==> src/rtl/alu_exec_pkg.sv <==
`default_nettype none
// ============================================================================
// Module      : alu_exec_pkg
// Description : Shared constants for the MIPS execute stage: datapath width,
//               the 16 alu_ctr operation codes and the write-back selects.
//               Optional feature macro: MULDIV_EN (see alu_core/alu_exec_unit).
// Revision    : 1.0 - initial release
// ============================================================================
package alu_exec_pkg;

    localparam int ALU_WIDTH = 32;

    // alu_ctr operation codes
    localparam logic [3:0] ALU_AND   = 4'd0;
    localparam logic [3:0] ALU_OR    = 4'd1;
    localparam logic [3:0] ALU_ADD   = 4'd2;
    localparam logic [3:0] ALU_XOR   = 4'd3;
    localparam logic [3:0] ALU_NOR   = 4'd4;
    localparam logic [3:0] ALU_SLTU  = 4'd5;
    localparam logic [3:0] ALU_SUB   = 4'd6;
    localparam logic [3:0] ALU_SLT   = 4'd7;
    localparam logic [3:0] ALU_SLL   = 4'd8;
    localparam logic [3:0] ALU_SRL   = 4'd9;
    localparam logic [3:0] ALU_SRA   = 4'd10;
    localparam logic [3:0] ALU_LUI   = 4'd11;
    localparam logic [3:0] ALU_MULT  = 4'd12;
    localparam logic [3:0] ALU_MULTU = 4'd13;
    localparam logic [3:0] ALU_DIV   = 4'd14;
    localparam logic [3:0] ALU_DIVU  = 4'd15;

    // mem_to_reg write-back selects (code 3 yields zero)
    localparam logic [1:0] WB_ALU = 2'd0;
    localparam logic [1:0] WB_MEM = 2'd1;
    localparam logic [1:0] WB_PC4 = 2'd2;

    // Codes 12..15 are exactly the ones with both top bits set.
    function automatic logic is_muldiv(input logic [3:0] ctr);
        return ctr[3] & ctr[2];
    endfunction

endpackage
`default_nettype wire

==> src/rtl/alu_exec_unit_if.sv <==
`default_nettype none
// ============================================================================
// Module      : alu_exec_unit_if
// Description : Execute-stage bus. The master (decode/control side) drives
//               operands, selects and write-back sources; the slave (the
//               execute unit) returns ALU result, flags, HI/LO and wb_data.
// Revision    : 1.0 - initial release
// ============================================================================
interface alu_exec_unit_if;
    import alu_exec_pkg::*;

    logic [ALU_WIDTH-1:0] reg_a;
    logic [ALU_WIDTH-1:0] reg_b;
    logic [4:0]           shamt;
    logic [ALU_WIDTH-1:0] imm;
    logic                 alu_src_a;
    logic                 alu_src_b;
    logic [3:0]           alu_ctr;
    logic [ALU_WIDTH-1:0] mem_data;
    logic [ALU_WIDTH-1:0] pc_plus4;
    logic [1:0]           mem_to_reg;
    logic [ALU_WIDTH-1:0] alu_res;
    logic                 zero;
    logic                 ovf;
    logic [ALU_WIDTH-1:0] hi;
    logic [ALU_WIDTH-1:0] lo;
    logic [ALU_WIDTH-1:0] wb_data;

    modport master (
        output reg_a, reg_b, shamt, imm, alu_src_a, alu_src_b, alu_ctr,
               mem_data, pc_plus4, mem_to_reg,
        input  alu_res, zero, ovf, hi, lo, wb_data
    );

    modport slave (
        input  reg_a, reg_b, shamt, imm, alu_src_a, alu_src_b, alu_ctr,
               mem_data, pc_plus4, mem_to_reg,
        output alu_res, zero, ovf, hi, lo, wb_data
    );

endinterface
`default_nettype wire

==> src/rtl/alu_core.sv <==
`default_nettype none
// ============================================================================
// Module      : alu_core
// Description : Combinational ALU: op decode, result, zero, raw signed
//               overflow and the next-HI/LO values for mul/div.
//               Macro MULDIV_EN: when undefined no mul/div hardware is built
//               and hilo_we_o / hi_next_o / lo_next_o are tied to 0.
// Ports       : op_a_i, op_b_i   - selected operands
//               alu_ctr_i        - operation code
//               result_o, zero_o, ovf_o
//               hilo_we_o        - HI/LO load enable (mul/div, no div-by-0)
//               hi_next_o, lo_next_o
// Revision    : 1.0 - initial release
// ============================================================================
module alu_core
    import alu_exec_pkg::*;
#(
    parameter int WIDTH = ALU_WIDTH
) (
    input  wire logic [WIDTH-1:0] op_a_i,
    input  wire logic [WIDTH-1:0] op_b_i,
    input  wire logic [3:0]       alu_ctr_i,
    output logic      [WIDTH-1:0] result_o,
    output logic                  zero_o,
    output logic                  ovf_o,
    output logic                  hilo_we_o,
    output logic      [WIDTH-1:0] hi_next_o,
    output logic      [WIDTH-1:0] lo_next_o
);

    logic [4:0]       w_shamt;
    logic [WIDTH-1:0] w_sum;
    logic [WIDTH-1:0] w_diff;

    assign w_shamt = op_a_i[4:0];
    assign w_sum   = op_a_i + op_b_i;
    assign w_diff  = op_a_i - op_b_i;

    always_comb begin
        result_o = '0;
        case (alu_ctr_i)
            ALU_AND:  result_o = op_a_i & op_b_i;
            ALU_OR:   result_o = op_a_i | op_b_i;
            ALU_ADD:  result_o = w_sum;
            ALU_XOR:  result_o = op_a_i ^ op_b_i;
            ALU_NOR:  result_o = ~(op_a_i | op_b_i);
            ALU_SLTU: result_o = {{(WIDTH-1){1'b0}}, (op_a_i < op_b_i)};
            ALU_SUB:  result_o = w_diff;
            ALU_SLT:  result_o = {{(WIDTH-1){1'b0}}, ($signed(op_a_i) < $signed(op_b_i))};
            ALU_SLL:  result_o = op_b_i << w_shamt;
            ALU_SRL:  result_o = op_b_i >> w_shamt;
            ALU_SRA:  result_o = $signed(op_b_i) >>> w_shamt;
            ALU_LUI:  result_o = {op_b_i[15:0], 16'h0000};
            default:  result_o = '0;   // mul/div codes produce no ALU result
        endcase
    end

    assign zero_o = (result_o == '0);

    // Raw two's-complement overflow; masking for unsigned forms is done upstream.
    always_comb begin
        ovf_o = 1'b0;
        case (alu_ctr_i)
            ALU_ADD: ovf_o = (op_a_i[WIDTH-1] == op_b_i[WIDTH-1]) &&
                             (w_sum[WIDTH-1] != op_a_i[WIDTH-1]);
            ALU_SUB: ovf_o = (op_a_i[WIDTH-1] != op_b_i[WIDTH-1]) &&
                             (w_diff[WIDTH-1] != op_a_i[WIDTH-1]);
            default: ovf_o = 1'b0;
        endcase
    end

`ifdef MULDIV_EN
    logic [2*WIDTH-1:0] w_prod_s;
    logic [2*WIDTH-1:0] w_prod_u;
    logic               w_div_zero;
    logic               w_div_signed;
    logic [WIDTH-1:0]   w_divisor;
    logic [WIDTH-1:0]   w_dvd;
    logic [WIDTH-1:0]   w_dvs;
    logic [WIDTH-1:0]   w_quo;
    logic [WIDTH-1:0]   w_rem;
    logic [WIDTH-1:0]   w_quo_s;
    logic [WIDTH-1:0]   w_rem_s;

    // Sign-extending to 2*WIDTH makes the low half of a plain product signed.
    assign w_prod_s = {{WIDTH{op_a_i[WIDTH-1]}}, op_a_i} *
                      {{WIDTH{op_b_i[WIDTH-1]}}, op_b_i};
    assign w_prod_u = {{WIDTH{1'b0}}, op_a_i} * {{WIDTH{1'b0}}, op_b_i};

    // A single unsigned divider serves both forms: signed division works on
    // magnitudes and fixes the signs afterwards. The divisor is forced to 1
    // on divide-by-zero only to keep the datapath well defined; the write
    // enable is suppressed in that case anyway.
    assign w_div_zero   = (op_b_i == '0);
    assign w_div_signed = (alu_ctr_i == ALU_DIV);
    assign w_divisor    = w_div_zero ? {{(WIDTH-1){1'b0}}, 1'b1} : op_b_i;
    assign w_dvd        = (w_div_signed && op_a_i[WIDTH-1])    ? -op_a_i    : op_a_i;
    assign w_dvs        = (w_div_signed && w_divisor[WIDTH-1]) ? -w_divisor : w_divisor;
    assign w_quo        = w_dvd / w_dvs;
    assign w_rem        = w_dvd % w_dvs;
    // Quotient truncates toward zero; remainder follows the dividend's sign.
    // 0x80000000 / -1 falls out naturally as 0x80000000 rem 0.
    assign w_quo_s      = (op_a_i[WIDTH-1] ^ op_b_i[WIDTH-1]) ? -w_quo : w_quo;
    assign w_rem_s      = op_a_i[WIDTH-1] ? -w_rem : w_rem;

    always_comb begin
        hi_next_o = '0;
        lo_next_o = '0;
        case (alu_ctr_i)
            ALU_MULT:  {hi_next_o, lo_next_o} = w_prod_s;
            ALU_MULTU: {hi_next_o, lo_next_o} = w_prod_u;
            ALU_DIV: begin
                hi_next_o = w_rem_s;
                lo_next_o = w_quo_s;
            end
            ALU_DIVU: begin
                hi_next_o = w_rem;
                lo_next_o = w_quo;
            end
            default: begin
                hi_next_o = '0;
                lo_next_o = '0;
            end
        endcase
    end

    assign hilo_we_o = is_muldiv(alu_ctr_i) &&
                       !(((alu_ctr_i == ALU_DIV) || (alu_ctr_i == ALU_DIVU)) && w_div_zero);
`else
    assign hilo_we_o = 1'b0;
    assign hi_next_o = '0;
    assign lo_next_o = '0;
`endif

endmodule
`default_nettype wire

==> src/rtl/alu_exec_unit.sv <==
`default_nettype none
// ============================================================================
// Module      : alu_exec_unit
// Description : Execute stage of the single-cycle MIPS datapath: operand
//               muxes, ALU core, HI/LO registers and write-back select.
//               Everything is combinational except HI/LO.
//               Macro MULDIV_EN: defined builds HI/LO and mul/div; undefined
//               ties hi/lo to 0 and codes 12..15 only give alu_res = 0.
// Ports       : clk   - CPU clock (HI/LO update on rising edge)
//               reset - synchronous active-high, clears HI/LO
//               bus   - alu_exec_unit_if.slave (operands, selects, results)
// Revision    : 1.0 - initial release
// ============================================================================
module alu_exec_unit
    import alu_exec_pkg::*;
#(
    parameter int WIDTH = ALU_WIDTH   // only 32 is supported
) (
    input  wire logic       clk,
    input  wire logic       reset,
    alu_exec_unit_if.slave  bus
);

    logic [WIDTH-1:0] w_op_a;
    logic [WIDTH-1:0] w_op_b;
    logic [WIDTH-1:0] w_alu_res;
    logic [WIDTH-1:0] w_hi_next;
    logic [WIDTH-1:0] w_lo_next;
    logic             w_hilo_we;

    assign w_op_a = bus.alu_src_a ? {{(WIDTH-5){1'b0}}, bus.shamt} : bus.reg_a;
    assign w_op_b = bus.alu_src_b ? bus.imm : bus.reg_b;

    alu_core #(
        .WIDTH (WIDTH)
    ) u_alu_core (
        .op_a_i    (w_op_a),
        .op_b_i    (w_op_b),
        .alu_ctr_i (bus.alu_ctr),
        .result_o  (w_alu_res),
        .zero_o    (bus.zero),
        .ovf_o     (bus.ovf),
        .hilo_we_o (w_hilo_we),
        .hi_next_o (w_hi_next),
        .lo_next_o (w_lo_next)
    );

    assign bus.alu_res = w_alu_res;

`ifdef MULDIV_EN
    logic [WIDTH-1:0] hi_q;
    logic [WIDTH-1:0] lo_q;
    logic [WIDTH-1:0] hi_d;
    logic [WIDTH-1:0] lo_d;

    always_comb begin
        hi_d = hi_q;
        lo_d = lo_q;
        if (w_hilo_we) begin
            hi_d = w_hi_next;
            lo_d = w_lo_next;
        end
    end

    // Reset wins over a mul/div in the same cycle.
    always_ff @(posedge clk) begin
        if (reset) begin
            hi_q <= '0;
            lo_q <= '0;
        end else begin
            hi_q <= hi_d;
            lo_q <= lo_d;
        end
    end

    assign bus.hi = hi_q;
    assign bus.lo = lo_q;
`else
    // No HI/LO storage in this build; clock, reset and the core's
    // next-HI/LO outputs have no consumer.
    logic unused_muldiv;
    assign unused_muldiv = ^{clk, reset, w_hilo_we, w_hi_next, w_lo_next};

    assign bus.hi = '0;
    assign bus.lo = '0;
`endif

    always_comb begin
        bus.wb_data = '0;
        case (bus.mem_to_reg)
            WB_ALU:  bus.wb_data = w_alu_res;
            WB_MEM:  bus.wb_data = bus.mem_data;
            WB_PC4:  bus.wb_data = bus.pc_plus4;
            default: bus.wb_data = '0;
        endcase
    end

endmodule
`default_nettype wire

==> src/flat_wrapper.sv <==
// flat-port wrapper written by rule: the top's interface ports become plain ports
module alu_exec_unit_flat import alu_exec_pkg::*;
#(
    parameter int WIDTH = ALU_WIDTH                          
)
  (clk, reset, bus_reg_a, bus_reg_b, bus_shamt, bus_imm, bus_alu_src_a, bus_alu_src_b, bus_alu_ctr, bus_mem_data, bus_pc_plus4, bus_mem_to_reg, bus_alu_res, bus_zero, bus_ovf, bus_hi, bus_lo, bus_wb_data);
  alu_exec_unit_if bus_i ();
  input  wire logic clk;
  input  wire logic reset;
  input wire logic [$bits(bus_i.reg_a)-1:0] bus_reg_a;
  input wire logic [$bits(bus_i.reg_b)-1:0] bus_reg_b;
  input wire logic [$bits(bus_i.shamt)-1:0] bus_shamt;
  input wire logic [$bits(bus_i.imm)-1:0] bus_imm;
  input wire logic [$bits(bus_i.alu_src_a)-1:0] bus_alu_src_a;
  input wire logic [$bits(bus_i.alu_src_b)-1:0] bus_alu_src_b;
  input wire logic [$bits(bus_i.alu_ctr)-1:0] bus_alu_ctr;
  input wire logic [$bits(bus_i.mem_data)-1:0] bus_mem_data;
  input wire logic [$bits(bus_i.pc_plus4)-1:0] bus_pc_plus4;
  input wire logic [$bits(bus_i.mem_to_reg)-1:0] bus_mem_to_reg;
  output wire logic [$bits(bus_i.alu_res)-1:0] bus_alu_res;
  output wire logic [$bits(bus_i.zero)-1:0] bus_zero;
  output wire logic [$bits(bus_i.ovf)-1:0] bus_ovf;
  output wire logic [$bits(bus_i.hi)-1:0] bus_hi;
  output wire logic [$bits(bus_i.lo)-1:0] bus_lo;
  output wire logic [$bits(bus_i.wb_data)-1:0] bus_wb_data;
  assign bus_i.reg_a = bus_reg_a;
  assign bus_i.reg_b = bus_reg_b;
  assign bus_i.shamt = bus_shamt;
  assign bus_i.imm = bus_imm;
  assign bus_i.alu_src_a = bus_alu_src_a;
  assign bus_i.alu_src_b = bus_alu_src_b;
  assign bus_i.alu_ctr = bus_alu_ctr;
  assign bus_i.mem_data = bus_mem_data;
  assign bus_i.pc_plus4 = bus_pc_plus4;
  assign bus_i.mem_to_reg = bus_mem_to_reg;
  assign bus_alu_res = bus_i.alu_res;
  assign bus_zero = bus_i.zero;
  assign bus_ovf = bus_i.ovf;
  assign bus_hi = bus_i.hi;
  assign bus_lo = bus_i.lo;
  assign bus_wb_data = bus_i.wb_data;
  alu_exec_unit #(.WIDTH(WIDTH)) u_core (.clk(clk), .reset(reset), .bus(bus_i));
endmodule
==> config.mk <==
export PLATFORM = sky130hd
export DESIGN_NAME = alu_exec_unit_flat
export DESIGN_NICKNAME = d
export VERILOG_FILES = /design/src/rtl/alu_exec_pkg.sv /design/src/rtl/alu_exec_unit_if.sv /design/src/rtl/alu_core.sv /design/src/rtl/alu_exec_unit.sv /design/src/flat_wrapper.sv
export SDC_FILE = /design/constraint.sdc
export NUM_CORES = 1
export LEC_CHECK = 0
export CAP_MARGIN = 5
export CORE_MARGIN = 2
export CORE_UTILIZATION = 25
export DETAILED_ROUTE_END_ITERATION = 16
export PLACE_DENSITY = 0.49
export SYNTH_ARGS = -nofsm -noshare
export SYNTH_HDL_FRONTEND = slang
export SYNTH_SLANG_ARGS = --single-unit
export TNS_END_PERCENT = 1
==> constraint.sdc <==
create_clock -name vclk -period 14.11
set_input_delay 2.822 -clock vclk [all_inputs]
set_output_delay 2.822 -clock vclk [all_outputs]
set_load 0.01 [all_outputs]
==> results_dict.tcl, run 1 <==
set metrics [dict create \
    antenna_found_initial 2 \
    setup_tns_ns 0 \
    fin_util_pct 31.36 \
    vias_per_cell 6.204 \
    layout_worst_path_cycle_share_pct 85.33 \
    hold_buffers 0 \
    ff_latch_area_um2 0 \
    worstPathArrival_ns 9.22 \
    cts_resized 0 \
    vdd_drop_max_v 0.00001572 \
    num_vias 16020 \
    wl_per_cell_um 29.81 \
    p_per_area_nw_per_um2 53.27 \
    synth_area_per_cell_um2 6.699 \
    seq_cells 0 \
    hold_viol_final 0 \
    dieArea_um2 49950 \
    post-cts-setup-buffers 0 \
    synth.most_common_cell "nor2_1" \
    start_util_pct 25.28 \
    hpwlAfterDp_mm 61.73 \
    slew_violations 0 \
    fmax_ghz 0.08306 \
    io_pins 305 \
    maxCapViolCount 0 \
    syn_to_final_growth_pct 24.05 \
    timing.slew.headroom_pct 11.98 \
    place_area_um2 14940 \
    drc 0 \
    fp.coreArea_um2 47650 \
    final_design_area_no_fill_um2 14940 \
    critPathMaxFanout 54 \
    synth_top_area_share_pct 11.47 \
    grtUsageTotal_pct 29.17 \
    cp-start-kind "input port" \
    routed_wl_mm 76.98 \
    gp_congestion 1.055 \
    die_x_um 223.5 \
    netlist_area_um2 12040 \
    drive_gt1_share_pct 8.494 \
    io_buffers 239 \
    drtPass1Iterations 9 \
    synthTopCellsByCount "nor2_1, nand2_1, mux2i_1" \
    synth_top_area_cell "mux2i_1" \
    grt_max_degree 55 \
    yosysUniqueCellTypes 95 \
    setup_ws_ns 2.070 \
    fp.dieH_um 223.5 \
    hp-class "input port to output port" \
    ant_nets 0 \
    dp_slack_ns 2.169 \
    ys_seq_area_share_pct 0 \
    layout.nets 2242 \
    drt-initial-drc-count 2116 \
    yosys_warnings 0 \
    grt_pass1_wl_mm 108.0 \
    syn_inst 1798 \
    status "complete, no violations" \
    rsz0062_at_grt "no" \
    fp-row-count 80 \
    grt_overflow 0 \
    worst_pin_slew_ns 1.306 \
    final.clkbuf_count 0 \
    path_class "input port to output port" \
    cp-end-kind "output port" \
    grt_pass1_vias 14740 \
    p_leak_nw 6.142 \
    synthTopCellsByArea "mux2i_1, ha_1, nor2_1" \
    p_total_mw 0.7958 \
    setup_violations 0 \
    period_needed_ns 12.04 \
    cp.required_ns 11.29 \
]
-- area by class of cell --
cell class	instances	area, um2
Timing Repair Buffer	303	2858
Inverter	100	377.9
Multi-Input combinational cell	1563	10930
Antenna cell	1	2.502
Tap cell	615	769.5
Fill cell	5218	32710
-- worst paths after layout --
kind / start / to / slack (ns) / depth (start not counted)
min: bus_pc_plus4[29] / bus_wb_data[29] / 6.63 / 4
max: bus_alu_src_a / bus_wb_data[25] / 2.07 / 19
-- critical path, stage by stage --
cell and delay (ns):
buf_2 0.52, buf_4 0.37, mux2i_4 0.40, clkinv_1 0.15
buf_4 0.36, ha_1 0.37, nand2b_1 0.11, nand3_1 0.09
o21ai_0 0.37, o31ai_1 0.13, buf_4 0.18, a31oi_1 0.55
o21ai_0 0.34, and4_1 0.27, a311oi_1 0.89, nand3_1 0.45
mux2i_1 0.23, o21ai_0 0.09, clkdlybuf4s50_1 0.49
-- power breakdown --
| part | internal (mW) | switching [mW] |
|---|---|---|
| Combinational | 0.290 | 0.506 |
| Clock | 0.0000000242 | 0 |
| Sequential | 0 | 0 |
| Total | 0.290 | 0.506 |
-- logic make-up (layout without fill, tap and decap cells) --
kind of cell	after synthesis	in the layout	share of synthesized area [%]
muxes	182	182	17.41
other	1	65	0.03114
adders and majority gates	99	99	10.41
xor gates and xnor gates	8	8	0.5818
AOI/OAI and AO/OA	608	608	35.14
and+or+nand+nor	602	602	24.25
buffers and inverters	298	403	12.18
-- stage by stage --
stage               hold slack [ns]  cells
floorplan                     5.737   1861
global placement              6.615   2581
detailed placement            6.622   2581
CTS                           6.629   2581
global route                  6.672   2581
finish                        6.628   2582
-- layout by cell type (no fill, tap or decap), types with 18 or more instances in the layout --
cell type | netlist | final
a211o_1 | 18 | 18
o22ai_1 | 29 | 29
nand4_1 | 18 | 18
clkdlybuf4s50_1 | 0 | 236
o211ai_1 | 33 | 33
a31oi_1 | 18 | 18
mux2i_1 | 138 | 135
a211oi_1 | 36 | 36
a21o_1 | 22 | 22
a21oi_1 | 107 | 107
a22oi_1 | 20 | 20
inv_1 | 87 | 86
conb_1 | 1 | 64
o31ai_1 | 22 | 22
buf_4 | 72 | 64
nor2b_1 | 39 | 38
a221oi_1 | 21 | 21
mux2i_2 | 19 | 18
nor3_1 | 38 | 38
nand3_1 | 45 | 45
ha_1 | 97 | 97
o21ai_0 | 123 | 123
nand2_1 | 158 | 158
nor2_1 | 190 | 189
-- per-layer routing --
layer	part of all wire, %	vias to the layer above	routed length [um]	GRT usage [%]
li1	-	7004	-	-
met1	41	7750	31420	38.45
met2	43	1082	32980	45.53
met3	9.9	183	7627	4.873
met4	6.4	0	4960	15.25
met5	0	-	0	0
(Power assumes the default switching activity.)
==> run 2, diff against run 1 <==
- ABC_CLOCK_PERIOD_IN_PS: default -> 14110
==> results of run 2 <==
Final layout, timing and power as in run 1 (identical DEF).
